## src/rtl/mem_stage.sv

```systemverilog
// Memory stage of the five-stage pipeline: EX/MEM and MEM/WB registers, data-cache
// request, miss stall, branch/jump resolution, halt tracking and forwarding taps.
package cpu_types_pkg;
  typedef logic [31:0] word_t;
  typedef logic [4:0]  regbits_t;
endpackage

package pipe_types_pkg;
  import cpu_types_pkg::*;

  typedef struct packed {
    word_t          pcPlusFour;
    word_t          BrAddr;
    word_t          newPc;
    word_t          aluOut;
    word_t          dmemstore;
    logic [15:0]    imm16;
    regbits_t       rt;
    regbits_t       rd;
    logic           RegDst;
    logic           RegWrite;
    logic           jal;
    logic           dREN;
    logic           dWEN;
    logic           flagZero;
    logic           halt;
    logic [1:0]     RegSrc;
    logic [2:0]     pcsrc;
  } ex_mem_t;

  typedef struct packed {
    word_t          pcPlusFour;
    word_t          aluOut;
    word_t          dmemload;
    logic [15:0]    imm16;
    regbits_t       rt;
    regbits_t       rd;
    logic           RegDst;
    logic           RegWrite;
    logic           jal;
    logic [1:0]     RegSrc;
    logic           halt;
  } mem_wb_t;
endpackage

module mem_stage
  import cpu_types_pkg::*;
  import pipe_types_pkg::*;
(
  input  logic        CLK,
  input  logic        RST,
  input  ex_mem_t     ex_in,
  input  logic        ex_valid,
  input  logic        dhit,
  input  logic [31:0] dmemload,
  output logic        dmemREN,
  output logic        dmemWEN,
  output logic [31:0] dmemaddr,
  output logic [31:0] dmemstore,
  output logic        mem_busy,
  output logic        redirect,
  output logic [31:0] redirect_pc,
  output mem_wb_t     memwb_out,
  output logic        memwb_valid,
  output logic        fwd_mem_rw,
  output logic [4:0]  fwd_mem_reg,
  output logic [31:0] fwd_mem_data,
  output logic        fwd_wb_rw,
  output logic [4:0]  fwd_wb_reg,
  output logic [31:0] fwd_wb_data,
  output logic        halt,
  output logic [31:0] stall_cnt
);

  localparam logic [1:0] ST_RUN    = 2'd0;
  localparam logic [1:0] ST_WAIT   = 2'd1;
  localparam logic [1:0] ST_HALTED = 2'd2;

  function automatic logic [4:0] dst_sel(input logic jal, input logic regdst,
                                         input logic [4:0] rd, input logic [4:0] rt);
    if (jal)
      return 5'd31;
    else if (regdst)
      return rd;
    else
      return rt;
  endfunction

  function automatic logic [31:0] wb_sel(input logic [1:0] src, input logic [31:0] alu,
                                         input logic [31:0] ld, input logic [31:0] pc4,
                                         input logic [15:0] imm);
    case (src)
      2'd0:    return alu;
      2'd1:    return ld;
      2'd2:    return pc4;
      default: return {16'd0, imm};
    endcase
  endfunction

  logic [1:0]  state_q, state_d;
  ex_mem_t     exm_q, exm_d;
  logic        exm_valid_q, exm_valid_d;
  mem_wb_t     memwb_q, memwb_d;
  logic        memwb_valid_q, memwb_valid_d;
  logic [31:0] stall_cnt_q, stall_cnt_d;

  logic        halted;
  logic        req_active;
  logic        advance;
  logic        taken;
  logic [31:0] target;
  logic [4:0]  exm_dst;
  logic [4:0]  wb_dst;

  assign halted     = (state_q == ST_HALTED);
  assign req_active = exm_valid_q & (exm_q.dREN | exm_q.dWEN) & ~halted;
  assign mem_busy   = req_active & ~dhit;
  assign advance    = ~mem_busy & ~halted;

  assign dmemREN    = exm_valid_q & exm_q.dREN & ~halted;
  assign dmemWEN    = exm_valid_q & exm_q.dWEN & ~halted;
  assign dmemaddr   = exm_q.aluOut;
  assign dmemstore  = exm_q.dmemstore;

  always_comb begin
    taken  = 1'b0;
    target = 32'd0;
    case (exm_q.pcsrc)
      3'd1: begin
        taken  = exm_q.flagZero;
        target = exm_q.BrAddr;
      end
      3'd2: begin
        taken  = ~exm_q.flagZero;
        target = exm_q.BrAddr;
      end
      3'd3: begin
        taken  = 1'b1;
        target = exm_q.newPc;
      end
      3'd4: begin
        taken  = 1'b1;
        target = exm_q.aluOut;
      end
      default: begin
        taken  = 1'b0;
        target = 32'd0;
      end
    endcase
  end

  // Redirect only fires when the branch actually leaves EX/MEM this cycle.
  assign redirect    = advance & exm_valid_q & taken;
  assign redirect_pc = redirect ? target : 32'd0;

  // Loads cannot be forwarded from EX/MEM; their data does not exist yet.
  assign exm_dst      = dst_sel(exm_q.jal, exm_q.RegDst, exm_q.rd, exm_q.rt);
  assign fwd_mem_rw   = exm_valid_q & exm_q.RegWrite & (exm_dst != 5'd0) & (exm_q.RegSrc != 2'd1);
  assign fwd_mem_reg  = exm_dst;
  assign fwd_mem_data = wb_sel(exm_q.RegSrc, exm_q.aluOut, 32'd0, exm_q.pcPlusFour, exm_q.imm16);

  assign wb_dst       = dst_sel(memwb_q.jal, memwb_q.RegDst, memwb_q.rd, memwb_q.rt);
  assign fwd_wb_rw    = memwb_valid_q & memwb_q.RegWrite & (wb_dst != 5'd0);
  assign fwd_wb_reg   = wb_dst;
  assign fwd_wb_data  = wb_sel(memwb_q.RegSrc, memwb_q.aluOut, memwb_q.dmemload,
                               memwb_q.pcPlusFour, memwb_q.imm16);

  assign memwb_out   = memwb_q;
  assign memwb_valid = memwb_valid_q;
  assign halt        = halted;
  assign stall_cnt   = stall_cnt_q;

  always_comb begin
    exm_d         = exm_q;
    exm_valid_d   = exm_valid_q;
    memwb_d       = memwb_q;
    memwb_valid_d = memwb_valid_q;
    stall_cnt_d   = stall_cnt_q + {31'd0, mem_busy};
    if (advance) begin
      memwb_d.pcPlusFour = exm_q.pcPlusFour;
      memwb_d.aluOut     = exm_q.aluOut;
      memwb_d.dmemload   = dmemload;
      memwb_d.imm16      = exm_q.imm16;
      memwb_d.rt         = exm_q.rt;
      memwb_d.rd         = exm_q.rd;
      memwb_d.RegDst     = exm_q.RegDst;
      memwb_d.RegWrite   = exm_q.RegWrite;
      memwb_d.jal        = exm_q.jal;
      memwb_d.RegSrc     = exm_q.RegSrc;
      memwb_d.halt       = exm_q.halt;
      memwb_valid_d      = exm_valid_q;
      exm_d              = ex_in;
      exm_valid_d        = ex_valid & ~redirect;
    end else if (halted) begin
      // The halt entry is shown for exactly one cycle, then the stage goes quiet.
      memwb_valid_d = 1'b0;
    end
  end

  always_comb begin
    state_d = state_q;
    case (state_q)
      ST_RUN: begin
        if (advance && exm_valid_q && exm_q.halt)
          state_d = ST_HALTED;
        else if (mem_busy)
          state_d = ST_WAIT;
      end
      ST_WAIT: begin
        if (advance && exm_valid_q && exm_q.halt)
          state_d = ST_HALTED;
        else if (dhit)
          state_d = ST_RUN;
      end
      ST_HALTED: state_d = ST_HALTED;
      default:   state_d = ST_RUN;
    endcase
  end

  always_ff @(posedge CLK or posedge RST) begin
    if (RST) begin
      state_q       <= ST_RUN;
      exm_q         <= '0;
      exm_valid_q   <= 1'b0;
      memwb_q       <= '0;
      memwb_valid_q <= 1'b0;
      stall_cnt_q   <= 32'd0;
    end else begin
      state_q       <= state_d;
      exm_q         <= exm_d;
      exm_valid_q   <= exm_valid_d;
      memwb_q       <= memwb_d;
      memwb_valid_q <= memwb_valid_d;
      stall_cnt_q   <= stall_cnt_d;
    end
  end

endmodule

```

## config.mk

```make
export PLATFORM = sky130hd
export DESIGN_NAME = mem_stage
export DESIGN_NICKNAME = d
export VERILOG_FILES = /design/src/rtl/mem_stage.sv
export SDC_FILE = /design/constraint.sdc
export NUM_CORES = 1
export LEC_CHECK = 0
export ABC_AREA = 1
export BUFFER_PORTS_ARGS = -buffer_cell sky130_fd_sc_hd__buf_4
export CORE_AREA = 2 2 220 222
export CTS_CLUSTER_SIZE = 8
export DETAILED_ROUTE_END_ITERATION = 8
export DIE_AREA = 0 0 222 224
export GPL_TIMING_DRIVEN = 0
export PLACE_DENSITY = 0.68
export SETUP_SLACK_MARGIN = 0.1
export SLEW_MARGIN = 40
export SYNTH_ARGS = -nofsm -noshare
export SYNTH_HDL_FRONTEND = slang
export SYNTH_SLANG_ARGS = --single-unit
```

## constraint.sdc

```tcl
create_clock -name CLK -period 15.4 [get_ports CLK]
set_clock_uncertainty 0.1 [all_clocks]
set_input_delay 3.08 -clock CLK [delete_from_list [all_inputs] [get_ports CLK]]
set_output_delay 3.08 -clock CLK [all_outputs]
set_load 0.05 [all_outputs]
```

=== Word-level counts from Yosys, hierarchy flattened ===
Cells that the tools add are included.

* Reductions and logical operators: 11
* Add/subtract/negate cells: 1
* Muxes and demuxes: 16
* Equality and inequality tests: 13
* Bitwise logic cells: 22

{| class="wikitable"
|+ Operators with widths
! operator !! count
|-
| $pmux 32 s3 || 3
|-
| $add 32x1->32 || 1
|-
| $mux 32 || 1
|-
| $mux 5 || 4
|-
| $and 1x1->1 || 16
|-
| $reduce_bool 5->1 || 2
|-
| $mux 2 || 4
|-
| $eq 2x1->1 const B || 3
|-
| $eq 2x2->1 const B || 3
|-
| $eq 3x2->1 const B || 2
|-
| $logic_not 2->1 || 3
|-
| $ne 3x3->1 const B || 2
|-
| $pmux 2 s3 || 1
|-
| $not 1->1 || 5
|-
| $reduce_or 2->1 || 2
|-
| $eq 3x1->1 const B || 1
|-
| $eq 3x3->1 const B || 1
|-
| $pmux 1 s3 || 1
|-
| $logic_and 1x1->1 || 2
|-
| $mux 1 || 2
|-
| $ne 2x1->1 const B || 1
|-
| $reduce_and 2->1 || 1
|-
| $reduce_bool 2->1 || 1
|-
| $or 1x1->1 || 1
|}

* Bits of input ports: 234
* Register bits: 362
* Word-level logic and storage cells: 95
* Output and inout port bits: 338

=== Logic depth before layout (Yosys ltp) ===
* Depth in word-level cells: 10
* Mapped depth: 15
* Gate-level depth less buffers: 13

=== Least setup slack after synthesis ===
OpenSTA, ideal clock, no wires.

* Kind: input-to-output
* From: input port dhit
* To: output port redirect_pc[10]
* Setup slack: 8028 ps
* Data arrival time: 4192 ps
* Buffers on the path: 1
* Data required time: 12220 ps
* Cell stages on the path: 5
* Cell sequence: o211ai_1 -> inv_1 -> nand2_1 -> buf_2 -> nor2_1

* Word-level cells in the longest chain between the ends: 7

{| class="wikitable"
|+ Ends and longest elaborated chain
! element !! line !! text
|-
| start, declared || 54 || <nowiki>input logic dhit,</nowiki>
|-
| $not 1->1 || 117 || <nowiki>assign mem_busy = req_active & ~dhit;</nowiki>
|-
| $and 1x1->1 || 117 ||
|-
| $not 1->1 || 118 || <nowiki>assign advance = ~mem_busy & ~halted;</nowiki>
|-
| $and 1x1->1 || 118 ||
|-
| $and 1x1->1 (2 in series) || 153 || <nowiki>assign redirect = advance & exm_valid_q & taken;</nowiki>
|-
| $mux 32 || 154 || <nowiki>assign redirect_pc = redirect ? target : 32'd0;</nowiki>
|-
| end, declared || 62 || <nowiki>output logic [31:0] redirect_pc,</nowiki>
|}

Every way passes these cells.

=== Worst setup path in the final report ===
* From: input port dhit
* To: output port redirect_pc[23]

The elaborated chain is that of the path after synthesis.

==> results.py <==
metrics = {
    "power_and_ir_drop": {
        "clkPwrFrac": 0.496,
        "power.combinational.fraction": 0.037,
        "cellPowerDensity_nw_per_um2": 87.59,
        "leakage_nw": 12.49,
        "internal_mw": 1.585,
        "swShare": 0.2227,
        "post-layout-total-power_mw": 2.039,
        "irDropWorstVdd_mv": 0.07969,
        "total_switching_power_mw": 0.4541,
        "seq_power_share": 0.467,
    },
    "layout": {
        "drive_gt1_frac": 0.2890,
        "stdcell_count": 3307,
        "finish.utilization": 0.4916,
        "layout_commonest_cell": "sky130_fd_sc_hd__buf_4",
        "nets": 2919,
        "mostFrequentLayoutCells": "sky130_fd_sc_hd__buf_4, sky130_fd_sc_hd__nand2_1, sky130_fd_sc_hd__dfrtp_1",
        "p_r_area_growth_vs_syn_pct": 39.30,
        "filler_cell_count": 4691,
    },
    "clock_network": {
        "cts_setup_buffers": 0,
        "cts.path.max_buffers": 3,
        "clkSinkCount": 362,
        "number_of_buffers_inserted_for_hold_repair_after_clock_tree_synthesis": 0,
        "h-tree-depth": 2,
        "total_cts_buffers": 51,
        "reg_clk_slew_reported_paths_ps": 50,
        "tritoncts": "built",
        "cts.root.buffer_cell": "sky130_fd_sc_hd__clkbuf_16",
        "clock_latency_ps": 600,
        "post_cts.resized_instances": 0,
    },
    "worst_setup_path": {
        "crit_type": "input pin to primary output",
        "timing.critical_path.required_ps": 12220,
        "worst_setup_path_start_kind": "input pin",
        "critPathMaxFanout": 10,
        "cp_data_arrival_time_ps": 4480,
        "crit_path_end_kind": "primary output",
    },
    "die": {
        "core_um2": 47350,
        "io_pins": 572,
        "start_util": 0.3529,
        "fp.dieH_um": 224,
        "rows": 80,
        "dieArea_um2": 49730,
        "fp.dieW_um": 222,
    },
    "timing": {
        "final_cycle_utilization_of_the_critical_path": 0.4976,
        "final_hold_viol_count": 0,
        "layout_min_cycle_time_ps": 7663,
        "timing.fmax_mhz": 130.5,
        "setup_viol": 0,
        "timing.max_slew.rel_slack": 0.4322,
        "grt_setup_unrepaired": "false",
        "slew_viol_final": 0,
        "worst-slew-pin-transition_ps": 851.7,
    },
    "drt": {
        "drtIter0Drc": 1401,
        "route.antenna.remaining_nets": 0,
        "detail_route.drc_violations": 0,
        "vias_per_cell": 5.125,
        "via_total_after_detailed_routing": 16950,
        "post_drt_wl_per_cell_um": 22.36,
        "tritonroute_pass_1_iters": 5,
        "route.final.wire_length_um": 73930,
    },
    "synth": {
        "synth.yosys.warnings": 0,
        "synth.largest_area_cell": "sky130_fd_sc_hd__dfrtp_1",
        "yosys.cell_types.count": 27,
        "mappedNetlistNets": 2290,
        "synth_seq_area_share": 0.5421,
        "synthesis.area_um2": 16710,
        "avgSynthCellArea_um2": 8.135,
        "flop_and_latch_count_out_of_synthesis": 362,
        "synth_top_cells_by_area": "sky130_fd_sc_hd__dfrtp_1, sky130_fd_sc_hd__nand2_1, sky130_fd_sc_hd__nor2_1",
        "synth_top_area_share": 0.5421,
        "synthCells": 2054,
    },
    "global_routing": {
        "grt_start_max_net_pins": 79,
        "grt_pass1_wl_um": 107000,
        "groute.usage.overall": 0.2906,
        "initial_antenna_violation_count": 4,
        "grt.overflow.total": 0,
        "grt_pass1_vias": 16920,
    },
    "place": {
        "gp_routability_congestion": 0.9552,
        "place_hpwl_um": 57980,
        "dp.cells": 3245,
        "numPortBuffers": 571,
    },
    "min_path": {
        "hold_path_class": "flop to flop",
    },
    "flow_run": {
        "maxCapViolations": 0,
    },
    "run_status": {
        "outcome": "finished clean",
    },
}
[logic make-up (layout without fill, tap and decap cells)]
| logic type | count (synthesis) | in the layout | share of synthesized area |
|---|---|---|---|
| AND/OR/NAND/NOR | 997 | 997 | 0.2431 |
| flip-flops | 362 | 362 | 0.5421 |
| buffers and inverters | 353 | 988 | 0.1018 |
| AO/OA/AOI/OAI | 325 | 325 | 0.1037 |
| XOR/XNOR | 15 | 15 | 0.007862 |
| adder cells (fa/ha/maj) | 2 | 2 | 0.001497 |
| other | 0 | 3 | 0 |
[per-layer routing]
layer  GRT usage  share of wire  vias up
met5           0              0        -
met4      0.1122          0.037        0
met3     0.05470          0.076      147
met2      0.4975           0.49      808
met1      0.3649           0.40     8250
li1            -              -     7743
[registers in the layout, summed over array words and instances (netlist names)]
name and count:
memwb_valid 1, exm_valid_q 1, state_q 2, stall_cnt 32, exm_q 134, dmemstore 32, dmemaddr 32, memwb_out 128
[final timing paths]
kind | slack, ps | endpoint | start | cells past startpoint
setup / recovery | 7740 | redirect_pc[23] | dhit | 7
setup reg to reg | 11700 | stall_cnt[30]$_DFF_PP0_ | state_q[1]$_DFFE_PP0P_ | 14
max in group asynchronous | 11550 | exm_q[169]$_DFFE_PP0N_ | RST | 5
min in group asynchronous | 2340 | dmemstore[19]$_DFFE_PP0N_ | RST | 2
hold reg to reg | 370 | dmemstore[16]$_DFFE_PP0N_ | dmemstore[16]$_DFFE_PP0N_ | 2
hold / removal | 370 | dmemstore[16]$_DFFE_PP0N_ | dmemstore[16]$_DFFE_PP0N_ | 2
[per-stage QoR]
stage | setup WS (ps) | setup TNS (ps) | instance area, um2 | hold WS, ps
6_report | 7737 | 0 | 23280 | 369.3
5_1_grt | 7647 | 0 | 23270 | 392.7
4_1_cts | 7711 | 0 | 23270 | 370.9
3_5_place_dp | 7714 | 0 | 21910 | 358.5
3_3_place_gp | -2018 | -714810 | 21770 | 354.0
2_1_floorplan | 2173 | 0 | 16710 | 342.2
[synthesized netlist by cell type]
| cell type | instances |
|---|---|
| sky130_fd_sc_hd__o22ai_1 | 16 |
| sky130_fd_sc_hd__xor2_1 | 10 |
| sky130_fd_sc_hd__nand3_2 | 1 |
| sky130_fd_sc_hd__o21ai_4 | 1 |
| sky130_fd_sc_hd__nand3_1 | 164 |
| sky130_fd_sc_hd__o221ai_1 | 16 |
| sky130_fd_sc_hd__nor2_2 | 3 |
| sky130_fd_sc_hd__nand3b_1 | 13 |
| sky130_fd_sc_hd__buf_4 | 78 |
| sky130_fd_sc_hd__inv_1 | 172 |
| sky130_fd_sc_hd__o21ai_0 | 123 |
| sky130_fd_sc_hd__a21oi_1 | 163 |
| sky130_fd_sc_hd__clkbuf_1 | 35 |
| sky130_fd_sc_hd__buf_1 | 7 |
| sky130_fd_sc_hd__nand2_1 | 559 |
| sky130_fd_sc_hd__ha_1 | 2 |
| sky130_fd_sc_hd__nor2_4 | 1 |
| sky130_fd_sc_hd__o2111ai_1 | 2 |
| sky130_fd_sc_hd__buf_6 | 1 |
| sky130_fd_sc_hd__dfrtp_1 | 362 |
| sky130_fd_sc_hd__buf_2 | 60 |
| sky130_fd_sc_hd__o211ai_1 | 3 |
| sky130_fd_sc_hd__nand4_1 | 15 |
| sky130_fd_sc_hd__o21ai_1 | 1 |
| sky130_fd_sc_hd__nor2_1 | 236 |
| sky130_fd_sc_hd__nor3_1 | 5 |
| sky130_fd_sc_hd__xnor2_1 | 5 |
[cell type report]
cell class | count | area, um2 | share of cell area
sequential | 362 | 9059 | 0.3892
multi-input combinational | 1339 | 5951 | 0.2557
timing repair buffer | 576 | 4424 | 0.1901
clock buffer | 56 | 1305 | 0.05607
buffer | 181 | 1055 | 0.04532
tap | 615 | 769.5 | 0.03306
inverter | 172 | 653.1 | 0.02806
clock inverter | 3 | 52.55 | 0.002258
antenna | 3 | 7.507 | 0.0003225
[power groups by stage]
stage	registers (mW)	logic (mW)	clock network [mW]
finish	0.953	0.0749	1.01
global route	0.952	0.0812	1.06
CTS	0.953	0.0762	1.03
detailed placement	0.969	0.0759	0
global placement	0.969	0.0707	0
floorplan	0.969	0.0142	0
[worst max-delay path, stage by stage]
cell and delay [ps]:
sky130_fd_sc_hd__buf_4 130, sky130_fd_sc_hd__o211ai_1 350, sky130_fd_sc_hd__inv_1 90, sky130_fd_sc_hd__nand2_1 250, sky130_fd_sc_hd__buf_2 290, sky130_fd_sc_hd__nor2_1 80
sky130_fd_sc_hd__buf_4 200
No activity file was read; power rests on OpenSTA's default activity.
